--- config.mk ---
export PLATFORM = sky130hd
export DESIGN_NAME = alu_seq
export DESIGN_NICKNAME = d
export VERILOG_FILES = /design/src/rtl/alu_seq.sv
export SDC_FILE = /design/constraint.sdc
export NUM_CORES = 1
export LEC_CHECK = 0
export ABC_AREA = 0
export BUFFER_PORTS_ARGS = -buffer_cell sky130_fd_sc_hd__buf_4
export CORE_UTILIZATION = 55
export CTS_CLUSTER_SIZE = 30
export DETAILED_ROUTE_END_ITERATION = 10
export PLACE_DENSITY = 0.8
export SLEW_MARGIN = 25
export SYNTH_ARGS = -nofsm -noshare
export SYNTH_HDL_FRONTEND = slang
export SYNTH_SLANG_ARGS = --single-unit
--- constraint.sdc ---
create_clock -name clk -period 4.6 [get_ports clk]
set_input_delay 0.92 -clock clk [delete_from_list [all_inputs] [get_ports clk]]
set_output_delay 0.92 -clock clk [all_outputs]
set_load 0.05 [all_outputs]
--- src/rtl/alu_seq.sv ---
// -----------------------------------------------------------------------------
// alu_seq : clocked unsigned integer ALU with four result registers.
//
// A start pulse (sampled on a rising clk edge while busy=0) launches one
// operation selected by sel:
//   00 add       -> sum  (WIDTH+1 bits, carry in MSB), one clock
//   01 subtract  -> sub  (WIDTH+1 bits two's complement, MSB = borrow), one clock
//   10 multiply  -> mul  (2*WIDTH bits, full product), one clock
//   11 divide    -> div  (WIDTH bits quotient) + dbz, WIDTH clocks (restoring)
// Only the result port of the completed operation changes; the others hold.
//
// Ports:
//   clk   in   system clock, rising edge
//   rst   in   asynchronous active-high reset
//   start in   launch request, ignored while busy
//   a, b  in   WIDTH-bit unsigned operands
//   sel   in   2-bit operation select
//   sum, sub, mul, div  out  registered results
//   busy  out  high while a divide is iterating
//   done  out  one-cycle pulse per completed result
//   dbz   out  divide-by-zero flag, updated only by divides
// -----------------------------------------------------------------------------
module alu_seq #(
  parameter int WIDTH = 8
) (
  input  logic                 clk,
  input  logic                 rst,
  input  logic                 start,
  input  logic [WIDTH-1:0]     a,
  input  logic [WIDTH-1:0]     b,
  input  logic [1:0]           sel,
  output logic [WIDTH:0]       sum,
  output logic [WIDTH:0]       sub,
  output logic [2*WIDTH-1:0]   mul,
  output logic [WIDTH-1:0]     div,
  output logic                 busy,
  output logic                 done,
  output logic                 dbz
);

  localparam int CNT_W = (WIDTH > 2) ? $clog2(WIDTH) : 1;
  localparam logic [CNT_W-1:0] CNT_LAST = CNT_W'(WIDTH - 1);

  typedef enum logic [0:0] {
    ST_IDLE = 1'b0,
    ST_DIV  = 1'b1
  } state_t;

  state_t               state_r, state_s;

  // Divider working registers: quot_r starts as the dividend and is shifted
  // left, its MSB feeding the partial remainder while quotient bits enter LSB.
  logic [WIDTH-1:0]     rem_r, rem_s;
  logic [WIDTH-1:0]     quot_r, quot_s;
  logic [WIDTH-1:0]     dvsr_r, dvsr_s;
  logic [CNT_W-1:0]     cnt_r, cnt_s;

  // Next values of the output registers
  logic [WIDTH:0]       sum_s, sub_s;
  logic [2*WIDTH-1:0]   mul_s;
  logic [WIDTH-1:0]     div_s;
  logic                 busy_s, done_s, dbz_s;

  // One restoring step
  logic [WIDTH:0]       rem_shift_s;
  logic [WIDTH:0]       trial_s;
  logic                 q_bit_s;
  logic [WIDTH-1:0]     rem_step_s;
  logic [WIDTH-1:0]     quot_step_s;

  // Restoring divide step: the partial remainder is always below the divisor,
  // so the shifted value minus the divisor lies in (-2^WIDTH, 2^WIDTH) and its
  // MSB is a clean sign bit telling whether the subtraction "fits".
  always_comb begin
    rem_shift_s = {rem_r, quot_r[WIDTH-1]};
    trial_s     = rem_shift_s - {1'b0, dvsr_r};
    q_bit_s     = ~trial_s[WIDTH];
    if (q_bit_s) begin
      rem_step_s = trial_s[WIDTH-1:0];
    end else begin
      rem_step_s = rem_shift_s[WIDTH-1:0];
    end
    quot_step_s = {quot_r[WIDTH-2:0], q_bit_s};
  end

  // Next-state and next-output decode
  always_comb begin
    state_s = state_r;
    sum_s   = sum;
    sub_s   = sub;
    mul_s   = mul;
    div_s   = div;
    busy_s  = busy;
    dbz_s   = dbz;
    done_s  = 1'b0;
    rem_s   = rem_r;
    quot_s  = quot_r;
    dvsr_s  = dvsr_r;
    cnt_s   = cnt_r;

    case (state_r)
      ST_IDLE: begin
        // busy is always 0 in IDLE, so any start here is an acceptance edge
        if (start) begin
          case (sel)
            2'b00: begin
              sum_s  = {1'b0, a} + {1'b0, b};
              done_s = 1'b1;
            end
            2'b01: begin
              sub_s  = {1'b0, a} - {1'b0, b};
              done_s = 1'b1;
            end
            2'b10: begin
              mul_s  = (2*WIDTH)'(a) * (2*WIDTH)'(b);
              done_s = 1'b1;
            end
            2'b11: begin
              if (b == {WIDTH{1'b0}}) begin
                div_s  = {WIDTH{1'b1}};
                dbz_s  = 1'b1;
                done_s = 1'b1;
              end else begin
                state_s = ST_DIV;
                busy_s  = 1'b1;
                quot_s  = a;
                dvsr_s  = b;
                rem_s   = {WIDTH{1'b0}};
                cnt_s   = {CNT_W{1'b0}};
              end
            end
            default: begin
              state_s = ST_IDLE;
            end
          endcase
        end else begin
          state_s = ST_IDLE;
        end
      end

      ST_DIV: begin
        rem_s  = rem_step_s;
        quot_s = quot_step_s;
        if (cnt_r == CNT_LAST) begin
          div_s   = quot_step_s;
          dbz_s   = 1'b0;
          busy_s  = 1'b0;
          done_s  = 1'b1;
          cnt_s   = {CNT_W{1'b0}};
          state_s = ST_IDLE;
        end else begin
          cnt_s = cnt_r + CNT_W'(1);
        end
      end

      default: begin
        state_s = ST_IDLE;
        busy_s  = 1'b0;
      end
    endcase
  end

  // State, divider and output registers
  always_ff @(posedge clk or posedge rst) begin
    if (rst) begin
      state_r <= ST_IDLE;
      rem_r   <= {WIDTH{1'b0}};
      quot_r  <= {WIDTH{1'b0}};
      dvsr_r  <= {WIDTH{1'b0}};
      cnt_r   <= {CNT_W{1'b0}};
      sum     <= {(WIDTH+1){1'b0}};
      sub     <= {(WIDTH+1){1'b0}};
      mul     <= {(2*WIDTH){1'b0}};
      div     <= {WIDTH{1'b0}};
      busy    <= 1'b0;
      done    <= 1'b0;
      dbz     <= 1'b0;
    end else begin
      state_r <= state_s;
      rem_r   <= rem_s;
      quot_r  <= quot_s;
      dvsr_r  <= dvsr_s;
      cnt_r   <= cnt_s;
      sum     <= sum_s;
      sub     <= sub_s;
      mul     <= mul_s;
      div     <= div_s;
      busy    <= busy_s;
      done    <= done_s;
      dbz     <= dbz_s;
    end
  end

endmodule

==> metrics.md, run 1 <==
| Metric | Value |
|---|---|
| Top cells by area, synth | `dfrtp_1, fa_1, ha_1, inv_1, nand2_1` |
| DR DRC count | `0` |
| Clock sinks | `73` |
| DR iter-0 viols | `297` |
| Ant. Diodes | `0` |
| Post-Syn Area | `6070 um^2` |
| Post-synth EDFFs | `0` |
| Proportion of layout cells with a drive suffix above 1 | `18.9%` |
| Final period util | `96.4%` |
| Vias in the first global route | `5223` |
| Root Buffer | `clkbuf_8` |
| Ys Warns | `0` |
| Clock transition at path regs | `0.09 ns` |
| TritonCTS Buffers | `9` |
| Minimum clock period | `4.43 ns` |
| Maximum clock insertion buffer count | `2` |
| Placer Congestion | `0.951` |
| Post-CTS setup buffers | `0` |
| Wire per inst | `15.8 um` |
| Port bufs | `65` |
| Sw Pwr | `0.00238 W` |
| Fill cell count | `833` |
| Compound-cell area share of the yosys netlist | `14.3%` |
| P&R area growth vs syn | `18.8%` |
| Initial Utilization | `57.8%` |
| Initial antenna violation count | `0` |
| Reg-to-reg startpoint | `quot_r[7]$_DFFE_PP0P_` |
| Final net count | `896` |
| Critical Path Start Type | `primary input` |
| Adder-cell area share of the yosys netlist | `25.6%` |
| Simple logic cell fraction of the synthesized area | `17.9%` |
| R2R cell count | `9` |
| TritonRoute pass-1 iters | `5` |
| Largest net degree at the start of global routing | `46` |
| Reg2reg setup slack | `1.66 ns` |
| Net Sw Frac | `50.1%` |
| Fin. Hold Viols | `0` |
| Die area | `11500 um^2` |
| Setup TNS | `0 ns` |
| Htree depth | `3` |
| Reg area | `1830 um^2` |
| Asr flop ratio synth | `100%` |
| Leak pwr | `3.64 nW` |
| #FFs+latches synth | `73` |
| Critical path type | `primary input to register` |
| Critical Path End Type | `register` |
| Total track usage | `27.4%` |
| Largest family of logic cells by synthesized area | `adder cells` |
| Row count | `37` |
| Final setup vio count | `0` |
| P_int | `0.00237 W` |
| CTS tree | `built` |
| Max Fclk | `0.226 GHz` |
| Synth cell types | `57` |
| Clock latency on the worst-skew pair | `0.38 ns` |
| Final WL | `14.4 mm` |
| Most frequent cells after synthesis | `inv_1, dfrtp_1, nand2_1, ha_1, nor2_1` |
| Max IR drop VDD | `430 uV` |
| Core Area | `10500 um^2` |
| Worst setup path end | `mul[13]$_DFFE_PP0P_` |
| Net Count, Synth | `798` |
| Most instantiated library cell after synthesis | `inv_1` |
| Remaining antenna violation count | `0` |
| Die Span Y | `107 um` |
| Cell Pwr Density | `659 nW/um^2` |
| Area leader, netlist | `dfrtp_1` |
| Slew Limit Fails | `0` |
| Dpl hpwl | `11.0 mm` |
| Tightest Hold Check Type | `register to register` |
| Final non-filler cell total | `915` |
| Status | `finished, final reports clean` |
| Vias per cell | `5.65` |
| GR Overflow Total | `0` |
| Synth Area in XOR/XNOR | `2.31%` |
| Via count | `5170` |
| Synth Flop Type | `dfrtp_1` |
| Post-Place Cells | `899` |
| Average size of a mapped cell | `8.98 um^2` |
| Register area share after synthesis | `30.1%` |
| Clock power frac | `11.6%` |
| Crit path launch | `b[4]` |
| Area occupied by multi-input gates | `3830 um^2` |
| Logic pwr share | `64.6%` |
| I/O pin total | `66` |
| Global-route wire length before repair | `24.4 mm` |
| Max Cap Viol | `0` |
| Slew HR | `44.4%` |
| Worst-path fanout max | `5` |
| Post-synthesis mux area share | `2.33%` |
| RR Endpoint | `rem_r[4]$_DFFE_PP0P_` |
| WP data required | `4.93 ns` |
| DIE WIDTH | `107 um` |
| Setup Skew | `0.0126 ns` |
| Syn Inst Count | `676` |
| Arr. time, crit path | `4.76 ns` |
| Post-synth top area share | `30.1%` |
| Actual transition at the worst max-transition pin | `0.831 ns` |
| # hold bufs at CTS | `0` |
| Sequential share of power | `23.8%` |
-- state kept, by name, summed over array words and instances, names as in the netlist, 3 cells and up --
| register | cells |
|---|---|
| cnt_r | 3 |
| sub | 9 |
| dvsr_r | 8 |
| sum | 9 |
| quot_r | 8 |
| div | 8 |
| rem_r | 8 |
| mul | 16 |
-- logic make-up after synthesis --
group / Yosys count
mux: 13
simple gates: 219
xor+xnor: 16
compound gates: 139
flops: 73
buf+inv: 115
fa+ha+maj: 101
-- metrics by stage --
step	total power (W)	hold WS, ns	utilization [%]	setup WS (ns)	instance area (um^2)
6_report	0.00475	0.487	68.6	0.166	7210
5_1_grt	0.00513	0.514	68.6	-0.00744	7210
4_1_cts	0.00471	0.488	68.4	0.157	7190
3_5_place_dp	0.00414	0.468	66.4	-0.252	6980
3_3_place_gp	0.00404	0.463	66.3	-0.125	6970
2_1_floorplan	0.00329	0.462	-	0.00284	6080
-- layout by cell type, fill, tap and decap left out, drive strengths merged, types with 35 or more instances in the layout --
master  instances
buf           110
inv            94
dfrtp          73
nand2          66
ha             62
nor2           49
a21oi          44
fa             39
and2           37
o21ai          35
-- final cells by class --
| cell class | instances | share of cell area (%) |
|---|---|---|
| flip-flops and latches | 73 | 25.3 |
| clock buffers | 9 | 1.72 |
| well taps | 136 | 2.36 |
| inverters | 92 | 4.84 |
| multi-input cells | 488 | 53.1 |
| repair buffers | 110 | 11.5 |
| clock inverters | 7 | 1.18 |
-- worst min path at each step --
stage                     startpoint                    end  slack, ns  depth (start not counted)
3_3_place_gp         dbz$_DFFE_PP0P_        dbz$_DFFE_PP0P_       0.46                          1
3_5_place_dp      mul[2]$_DFFE_PP0P_     mul[2]$_DFFE_PP0P_       0.47                          2
5_1_grt           mul[8]$_DFFE_PP0P_     mul[8]$_DFFE_PP0P_       0.51                          2
6_report         mul[11]$_DFFE_PP0P_    mul[11]$_DFFE_PP0P_       0.49                          2
2_1_floorplan  dvsr_r[0]$_DFFE_PP0P_  dvsr_r[0]$_DFFE_PP0P_       0.46                          1
4_1_cts           mul[2]$_DFFE_PP0P_     mul[2]$_DFFE_PP0P_       0.49                          2
-- per-layer routing --
layer / vias to the layer above / GRT usage, % / part of all wire (%)
met5: - / 0 / 0
met4: 0 / 11.5 / 3.0
met3: 38 / 3.10 / 4.2
met2: 134 / 45.0 / 49
met1: 2542 / 36.9 / 44
li1: 2456 / - / -
-- timing repair --
action / 4_1_cts / 5_1_grt
endpoints found under the setup margin: 0 / 3
resized for setup: 0 / 3
hold endpoints to repair: 0 / 0
-- worst max-delay path: stages --
cell and delay, ns:
buf_4 0.12, buf_4 0.14, nand2_1 0.08, fa_1 0.53, fa_1 0.52, inv_1 0.06
fa_1 0.54, inv_1 0.06, fa_1 0.54, inv_1 0.07, ha_4 0.29, nand2_1 0.06
a21oi_2 0.18, o2111ai_2 0.15, a2111oi_2 0.36, nand3b_1 0.14
-- power by group through the flow --
stage	Sequential [W]	Combinational (W)	Clock (W)
after floorplan	0.00176	0.00153	0
after global placement	0.00113	0.00291	0
after detailed placement	0.00114	0.00300	0
after CTS	0.00113	0.00303	0.000557
after global routing	0.00117	0.00338	0.000582
final	0.00113	0.00307	0.000549
No activity file was read; power rests on OpenSTA's default activity.
==> inputs of run 2 (changes only) <==
Settings changed: MAX_ROUTING_LAYER from default to met4.
==> metrics.md, run 2 (synthesized netlist as in run 1, its figures left out) <==
| Metric | Value |
|---|---|
| Area occupied by multi-input gates | `3820 um^2` |
| P&R area growth vs syn | `18.0%` |
| DR DRC count | `0` |
| Die area | `11500 um^2` |
| CTS tree | `built` |
| Placer Congestion | `0.951` |
| Minimum clock period | `4.41 ns` |
| WP data required | `4.85 ns` |
| Max FFs per register | `16` |
| Initial Utilization | `57.8%` |
| Dpl hpwl | `11.2 mm` |
| Wire per inst | `15.6 um` |
| Final setup vio count | `0` |
| Global-route wire length before repair | `24.0 mm` |
| Max IR drop VDD | `357 uV` |
| Status | `finished, final reports clean` |
| Slowest cell on the critical path | `fa_1` |
| Logic pwr share | `65.8%` |
| Max Fclk | `0.227 GHz` |
| DR iter-0 viols | `271` |
| Slew Limit Fails | `0` |
| Htree depth | `3` |
| Post-CTS setup buffers | `0` |
| Critical path type | `primary input to register` |
| P_int | `0.00230 W` |
| GR Overflow Total | `0` |
| Port bufs | `65` |
| Total power | `0.00464 W` |
| Clock power frac | `9.9%` |
| Fin. Hold Viols | `0` |
| Core Area | `10500 um^2` |
| Leak pwr | `3.61 nW` |
| Clock sinks | `73` |
| Slew HR | `46.0%` |
| Critical Path Start Type | `primary input` |
| Critical Path End Type | `register` |
| Clock latency on the worst-skew pair | `0.37 ns` |
| Reg area | `1830 um^2` |
| Arr. time, crit path | `4.67 ns` |
| Die Span Y | `107 um` |
| Final instance area | `7160 um^2` |
| Worst-path fanout max | `6` |
| Total track usage | `27.7%` |
| Most frequent cells in the layout | `buf_4, inv_1, dfrtp_1, nand2_1, ha_1` |
| Maximum clock insertion buffer count | `2` |
| Setup Skew | `0.00694 ns` |
| Final period util | `95.9%` |
| Largest registers | `mul: 16 flops, sub: 9 flops, sum: 9 flops` |
| Cell Pwr Density | `648 nW/um^2` |
| Row count | `37` |
| Clock transition at path regs | `0.08 ns` |
| Crit path largest cell delay | `0.55 ns` |
| Final WL | `14.2 mm` |
| RSZ-0062 raised after global routing | `false` |
| Remaining antenna violation count | `0` |
| Actual transition at the worst max-transition pin | `0.808 ns` |
| Vias per cell | `5.57` |
| Sw Pwr | `0.00234 W` |
| DIE WIDTH | `107 um` |
| Fill cell count | `818` |
| Cells along the critical path | `buf_4 > buf_4 > and2_1 > fa_1 > fa_1 > fa_1 > inv_1 > fa_1 > inv_1 > ha_1 > a21o_1 > nand3_1 > and3b_1 > mux2i_1 > nand2_1` |
| Initial antenna violation count | `0` |
| Net Sw Frac | `50.5%` |
| Via count | `5094` |
| Sequential share of power | `24.4%` |
| Placed Area | `6980 um^2` |
| # hold bufs at CTS | `0` |
| I/O pin total | `66` |
| Top reg by flops | `mul` |
| Ant. Diodes | `0` |
| TritonCTS Buffers | `9` |
| Max Cap Viol | `0` |
| Tightest Hold Check Type | `register to register` |
| Vias in the first global route | `5028` |
| Most common cell on crit path | `fa_1` |
| Final net count | `896` |
| Root Buffer | `clkbuf_8` |
| Commonest non-fill, non-tap cell in the layout | `buf_4` |
| Largest net degree at the start of global routing | `46` |
| TritonRoute pass-1 iters | `4` |
| Proportion of layout cells with a drive suffix above 1 | `18.6%` |
[run 2: cell type report]
type / count / share of cell area [%]
Clock inverter: 6 / 0.629
Sequential cell: 73 / 25.5
Multi-Input combinational cell: 488 / 53.4
Timing Repair Buffer: 110 / 11.5
Clock buffer: 9 / 1.73
Inverter: 92 / 4.87
Tap cell: 136 / 2.38
[run 2: worst paths after layout]
path,depth (start not counted),startpoint,endpoint,slack [ns]
min reg2reg,2,mul[1]$_DFFE_PP0P_,mul[1]$_DFFE_PP0P_,0.48
min in group asynchronous,2,rst,cnt_r[2]$_DFFE_PP0P_,0.70
max,15,a[4],mul[14]$_DFFE_PP0P_,0.19
max reg2reg,9,quot_r[7]$_DFFE_PP0P_,rem_r[6]$_DFFE_PP0P_,1.72
min,2,mul[1]$_DFFE_PP0P_,mul[1]$_DFFE_PP0P_,0.48
max in group asynchronous,3,rst,mul[9]$_DFFE_PP0P_,2.93
[run 2: routing by layer]
layer | vias to the layer above | GRT usage, % | part of all wire (%)
li1 | 2456 | - | -
met1 | 2505 | 36.5 | 45
met2 | 117 | 44.7 | 50
met3 | 16 | 4.13 | 4.0
met4 | 0 | 8.12 | 1.5
met5 | - | - | 0
[run 2: worst max-delay path: cells and delay by family]
| kind | cells | cell delay, ns |
|---|---|---|
| and+or+nand+nor | 4 | 0.54 |
| AOI/OAI and AO/OA | 1 | 0.20 |
| muxes | 1 | 0.20 |
| adders and majority gates | 5 | 2.43 |
| buffers and inverters | 4 | 0.37 |
[run 2: power groups by stage]
stage               Combinational, W  Clock, W  Sequential [W]
finish                       0.00305  0.000457         0.00113
global route                 0.00334  0.000495         0.00117
CTS                          0.00302  0.000465         0.00113
detailed placement           0.00300         0         0.00114
global placement             0.00291         0         0.00113
floorplan                    0.00153         0         0.00176
[run 2: timing repair]
action,in CTS,in global routing
hold endpoints to repair,0,0
resized for setup,0,2
setup endpoints to repair,0,1
[run 2: stage by stage]
stage          setup TNS [ns]  instances  setup WS (ns)  utilization (%)  hold slack, ns
2_1_floorplan               0        676        0.00284                -           0.462
3_3_place_gp           -0.485        899         -0.117             66.3           0.463
3_5_place_dp            -1.04        899         -0.228             66.4           0.463
4_1_cts                     0        914          0.158             68.0           0.482
5_1_grt                     0        914        0.00706             68.2           0.510
6_report                    0        914          0.188             68.2           0.480
